$ cat src/rtl/qspi_ddr_tx.sv
// qspi_ddr_tx
// Transmit serializer for an N-lane DDR flash/PSRAM bus. Whole words come in
// on a valid/ready stream. Each word leaves MSB first as LANES-bit pairs that
// feed one ODDRX1F per lane. The block also drives chip select, the SCK ODDR
// clock enable and the per-lane tristate controls for the pads.
//
// Ports:
//   clk       system clock (also the ODDRX1F SCLK)
//   rst_n     asynchronous active-low reset
//   in_valid  input word valid
//   in_data   input word, sent MSB first
//   in_last   final word of the transaction (sampled on accept only)
//   in_ready  combinational; a word is accepted when in_valid & in_ready
//   abort     synchronous abort of the current transaction
//   cs_n      chip select, active low (registered)
//   sck_en    bus clock gate for the SCK ODDR D0/D1 (registered)
//   io_t      per-lane tristate, 1 = released (registered)
//   ddr_d0    lane bits for the first half-cycle (registered)
//   ddr_d1    lane bits for the second half-cycle (registered)
//   busy      high whenever the block is not idle (registered)
module qspi_ddr_tx #(
  parameter int LANES  = 4,
  parameter int DATA_W = 32,
  parameter int CS_GAP = 2
) (
  input  logic              clk,
  input  logic              rst_n,
  input  logic              in_valid,
  input  logic [DATA_W-1:0] in_data,
  input  logic              in_last,
  output logic              in_ready,
  input  logic              abort,
  output logic              cs_n,
  output logic              sck_en,
  output logic [LANES-1:0]  io_t,
  output logic [LANES-1:0]  ddr_d0,
  output logic [LANES-1:0]  ddr_d1,
  output logic              busy
);

  localparam int BEATS   = DATA_W / (2 * LANES);
  localparam int STEP    = 2 * LANES;
  localparam int CNT_MAX = (BEATS > CS_GAP) ? BEATS : CS_GAP;
  localparam int CNT_W   = (CNT_MAX > 1) ? $clog2(CNT_MAX) : 1;
  localparam logic [CNT_W-1:0] LAST_BEAT = CNT_W'(BEATS - 1);
  localparam logic [CNT_W-1:0] GAP_END   = CNT_W'(CS_GAP - 1);

  typedef enum logic [2:0] {
    S_IDLE,
    S_LEAD,
    S_DATA,
    S_STALL,
    S_TAIL,
    S_GAP
  } state_t;

  state_t              r_state;
  logic [DATA_W-1:0]   r_shreg;
  logic                r_last;
  logic [CNT_W-1:0]    r_cnt;
  logic                r_cs_n;
  logic                r_sck_en;
  logic [LANES-1:0]    r_io_t;
  logic [LANES-1:0]    r_d0;
  logic [LANES-1:0]    r_d1;
  logic                r_busy;

  state_t              w_state_nx;
  logic [DATA_W-1:0]   w_shreg_nx;
  logic                w_last_nx;
  logic [CNT_W-1:0]    w_cnt_nx;
  logic [LANES-1:0]    w_d0_nx;
  logic [LANES-1:0]    w_d1_nx;
  logic [DATA_W-1:0]   w_src;
  logic                w_take_beat;
  logic                w_final;
  logic                w_abort_hit;
  logic                w_accept;

  // Final beat of the word currently on the pins.
  assign w_final     = (r_state == S_DATA) && (r_cnt == LAST_BEAT);
  // abort only acts while cs_n is (or is about to be) asserted.
  assign w_abort_hit = abort && ((r_state == S_LEAD) || (r_state == S_DATA) ||
                                 (r_state == S_STALL) || (r_state == S_TAIL));

  assign in_ready = !w_abort_hit &&
                    ((r_state == S_IDLE) || (r_state == S_STALL) || (w_final && !r_last));
  assign w_accept = in_valid && in_ready;

  // Next-state and datapath. A beat is taken either from the shift register
  // or, on a reload from DATA/STALL, directly from in_data so the new word
  // appears on the pins the cycle after it is accepted (no bubble).
  always_comb begin
    w_state_nx  = r_state;
    w_shreg_nx  = r_shreg;
    w_last_nx   = r_last;
    w_cnt_nx    = r_cnt;
    w_d0_nx     = r_d0;
    w_d1_nx     = r_d1;
    w_src       = r_shreg;
    w_take_beat = 1'b0;

    if (w_abort_hit) begin
      w_state_nx = S_GAP;
      w_shreg_nx = '0;
      w_cnt_nx   = '0;
    end else begin
      case (r_state)
        S_IDLE: begin
          if (w_accept) begin
            w_shreg_nx = in_data;
            w_last_nx  = in_last;
            w_state_nx = S_LEAD;
          end
        end
        S_LEAD: begin
          w_take_beat = 1'b1;
          w_cnt_nx    = '0;
          w_state_nx  = S_DATA;
        end
        S_DATA: begin
          if (!w_final) begin
            w_take_beat = 1'b1;
            w_cnt_nx    = r_cnt + CNT_W'(1);
          end else if (w_accept) begin
            w_src       = in_data;
            w_take_beat = 1'b1;
            w_last_nx   = in_last;
            w_cnt_nx    = '0;
          end else if (r_last) begin
            w_state_nx = S_TAIL;
          end else begin
            w_state_nx = S_STALL;
          end
        end
        S_STALL: begin
          if (w_accept) begin
            w_src       = in_data;
            w_take_beat = 1'b1;
            w_last_nx   = in_last;
            w_cnt_nx    = '0;
            w_state_nx  = S_DATA;
          end
        end
        S_TAIL: begin
          w_cnt_nx   = '0;
          w_state_nx = S_GAP;
        end
        S_GAP: begin
          if (r_cnt == GAP_END) begin
            w_cnt_nx   = '0;
            w_state_nx = S_IDLE;
          end else begin
            w_cnt_nx = r_cnt + CNT_W'(1);
          end
        end
        default: begin
          w_state_nx = S_IDLE;
        end
      endcase
    end

    if (w_take_beat) begin
      w_d0_nx    = w_src[DATA_W-1 -: LANES];
      w_d1_nx    = w_src[DATA_W-1-LANES -: LANES];
      w_shreg_nx = w_src << STEP;
    end
  end

  // Pad controls are registered from the next state so they line up with
  // the data beats on the ODDR inputs.
  always_ff @(posedge clk or negedge rst_n) begin
    if (!rst_n) begin
      r_state  <= S_IDLE;
      r_shreg  <= '0;
      r_last   <= 1'b0;
      r_cnt    <= '0;
      r_cs_n   <= 1'b1;
      r_sck_en <= 1'b0;
      r_io_t   <= '1;
      r_d0     <= '0;
      r_d1     <= '0;
      r_busy   <= 1'b0;
    end else begin
      r_state  <= w_state_nx;
      r_shreg  <= w_shreg_nx;
      r_last   <= w_last_nx;
      r_cnt    <= w_cnt_nx;
      r_d0     <= w_d0_nx;
      r_d1     <= w_d1_nx;
      r_cs_n   <= !((w_state_nx == S_LEAD) || (w_state_nx == S_DATA) ||
                    (w_state_nx == S_STALL) || (w_state_nx == S_TAIL));
      r_io_t   <= ((w_state_nx == S_LEAD) || (w_state_nx == S_DATA) ||
                   (w_state_nx == S_STALL)) ? '0 : '1;
      r_sck_en <= (w_state_nx == S_DATA);
      r_busy   <= (w_state_nx != S_IDLE);
    end
  end

  assign cs_n   = r_cs_n;
  assign sck_en = r_sck_en;
  assign io_t   = r_io_t;
  assign ddr_d0 = r_d0;
  assign ddr_d1 = r_d1;
  assign busy   = r_busy;

endmodule
$ cat config.mk
export PLATFORM = sky130hd
export DESIGN_NAME = qspi_ddr_tx
export DESIGN_NICKNAME = d
export VERILOG_FILES = /design/src/rtl/qspi_ddr_tx.sv
export SDC_FILE = /design/constraint.sdc
export NUM_CORES = 1
export LEC_CHECK = 0
export BUFFER_PORTS_ARGS = -buffer_cell sky130_fd_sc_hd__buf_2
export CAP_MARGIN = 20
export CORE_MARGIN = 4
export CORE_UTILIZATION = 40
export DETAILED_ROUTE_END_ITERATION = 7
export PLACE_DENSITY = 0.57
export RECOVER_POWER = 100
export SLEW_MARGIN = 30
export SYNTH_ARGS = -nofsm -noshare
export SYNTH_HDL_FRONTEND = slang
export SYNTH_SLANG_ARGS = --single-unit
export TNS_END_PERCENT = 5
$ cat constraint.sdc
create_clock -name clk -period 3 [get_ports clk]
set_clock_uncertainty 0.2 [all_clocks]
set_input_delay 0.75 -clock clk [delete_from_list [all_inputs] [get_ports clk]]
set_output_delay 0.75 -clock clk [all_outputs]
set_load 0.01 [all_outputs]
==> out/qor.yml <==
num_io_pins: 53
start_util: 0.414
cp_max_fo: 42
combPwrFrac: 0.497
tritoncts: "done"
reg2reg_depth: 7
setup_ws_ps: 228
period_share: 0.924
dpl_cell_area_um2: 3390
grt_pass1_wl_um: 12100
r2r_slack_ps: 230
die_h_um: 95.1
synth_seq_cells: 50
drc: 0
status: "finished, final reports clean"
finalCriticalPeriod_ps: 2770
area_growth_pct: 13.2
gp_congestion: 0.858
rsz0062_at_grt: "no"
synth_cell_types: 43
grt_max_degree: 50
cts_hold_buf: 0
die_x_um: 95.1
reg2reg_to: "r_shreg[25]$_DFFE_PN0P_"
slew_viol_final: 0
fin_util: 0.469
holdWs_ps: 285
yosysWarnings: 0
nets: 413
cts-root-buf: "clkbuf_8"
r2r-start: "r_cnt[1]$_DFFE_PN0P_"
hold_viol: 0
final_cell_mix: "nand2_1, dfrtp_1, mux2i_1"
vias_per_cell: 5.38
maxCapViolCount: 0
power_density_nw_per_um2: 879
rows: 31
antenna_left: 0
sequentialPowerShare: 0.358
end_kind: "flip-flop"
fin_tns_setup_ps: 0
fmax_mhz: 361
cp.arrival_ps: 2740
wirelength_um: 7270
cts_num_sinks: 50
async_flop_share: 1.00
critPathLaunch: "r_cnt[1]$_DFFE_PN0P_"
ys_seq_area_frac: 0.413
cts_resized: 0
syn_area_um2: 3040
synth_edf_count: 0
worstPathRequired_ps: 2970
cts_buffers: 5
ys.flop_type: "dfrtp_1"
cts_max_level: 2
p_leak_nw: 1.45
syn_nets: 374
clock_latency_ps: 310
relSlewSlack: 0.146
p_sw_mw: 1.30
dpl_worst_slack_ps: 301
drt_iter0_markers: 176
setup_viol: 0
syn_area_per_cell_um2: 9.09
grt_usage: 0.171
power_frac_clock: 0.145
path_class: "flip-flop to flip-flop"
switching_share: 0.431
stdcell_area_um2: 3440
antennaDiodeCount: 0
post_cts_buffers: 0
cp-endpoint: "r_shreg[25]$_DFFE_PN0P_"
synthCells: 334
hpwlAfterDp_um: 4830
wl_per_cell_um: 15.4
hold_path.class: "flip-flop to flip-flop"
dieArea_um2: 9050
grt_overflow_total: 0
first_pass_iters: 4
grt_pass1_vias: 2404
peakVddDrop_uv: 229
nFillCells: 720
tightest_slew_ps: 1280
cp-start-kind: "flip-flop"
layout-drive-gt1-share: 0.166
clk_pin_slew_ps: 90
clockBufferDepth: 2
port_buffers: 52
via_count: 2547
internal_power_mw: 1.72
coreArea_um2: 7330
antenna_found_initial: 0
-- worst max-delay path, stage by stage (launching register included) --
cell	delay, ps
dfrtp_1	470
ha_1	350
and2b_1	270
o2111ai_2	230
nor3_4	230
buf_6	410
mux2i_1	320
o2bb2ai_1	110
-- power by group through the flow --
stage          sequential, mW  clock (mW)  combinational (mW)
2_1_floorplan            1.04           0                1.18
3_3_place_gp             1.08           0                1.53
3_5_place_dp             1.09           0                1.56
4_1_cts                  1.08       0.461                1.57
5_1_grt                  1.12       0.484                1.69
6_report                 1.08       0.439                1.50
-- how the worst min path moves through the flow --
| stage | from | endpoint | slack (ps) | depth (start not counted) |
|---|---|---|---|---|
| global placement | ddr_d1[0]$_DFFE_PN0P_ | ddr_d1[0]$_DFFE_PN0P_ | 260 | 2 |
| floorplan | rst_n | busy$_DFF_PN0_ | 250 | 0 |
| CTS | rst_n | busy$_DFF_PN0_ | 240 | 1 |
| finish | ddr_d1[2]$_DFFE_PN0P_ | ddr_d1[2]$_DFFE_PN0P_ | 290 | 2 |
| detailed placement | ddr_d1[0]$_DFFE_PN0P_ | ddr_d1[0]$_DFFE_PN0P_ | 270 | 2 |
| global route | ddr_d0[1]$_DFFE_PN0P_ | ddr_d0[1]$_DFFE_PN0P_ | 320 | 2 |
-- synth_stat cells, drive strengths merged (2+ instances only) --
library cell	n	area share
clkbuf	16	0.020
inv	8	0.0099
o31ai	15	0.037
dfstp	2	0.017
nor3	12	0.023
dfrtp	48	0.40
o21bai	2	0.0049
a21o	2	0.0049
nand3	2	0.0033
nand2	48	0.059
o2bb2ai	24	0.069
ha	3	0.012
a21oi	15	0.025
and3	2	0.0041
o21ai	21	0.035
a211oi	2	0.0049
nor2	32	0.040
nand2b	4	0.0082
mux2i	44	0.15
o211ai	3	0.0074
buf	14	0.032
-- sequential cells by signal (all words and copies together), names as in the netlist --
register	cells
sck_en	1
busy	1
r_cnt	2
io_t	1
cs_n	1
r_state	3
r_shreg	32
ddr_d1	4
ddr_d0	4
r_last	1
-- per-layer routing --
layer	global-route usage	share of wire	vias up
met2	0.245	0.43	81
met3	0.0363	0.058	8
met4	0.0481	0.013	0
met5	0	0	-
met1	0.257	0.50	1194
li1	-	-	1264
-- logic make-up after synthesis --
| family | Yosys count | share of synthesized area |
|---|---|---|
| multiplexers | 45 | 0.150 |
| AO/OA/AOI/OAI | 92 | 0.211 |
| AND/OR/NAND/NOR | 106 | 0.152 |
| adder cells (fa/ha/maj) | 3 | 0.0124 |
| buffers and inverters | 38 | 0.0614 |
| flip-flops | 50 | 0.413 |
-- through the flow --
| stage | instances | total power, mW |
|---|---|---|
| after floorplan | 334 | 2.23 |
| after global placement | 465 | 2.61 |
| after detailed placement | 465 | 2.65 |
| after CTS | 473 | 3.11 |
| after global routing | 473 | 3.30 |
| final | 473 | 3.02 |
-- area by class of cell --
type / count / area, um^2 / area share
well taps: 99 / 124 / 0.0360
inverters: 8 / 30.0 / 0.00873
repair buffers: 62 / 327 / 0.0950
multi-input cells: 246 / 1600 / 0.465
clock inverters: 1 / 8.76 / 0.00255
flip-flops and latches: 50 / 1250 / 0.365
clock buffers: 7 / 96.3 / 0.0280
Note: power is estimated with default switching activity, not from simulation.
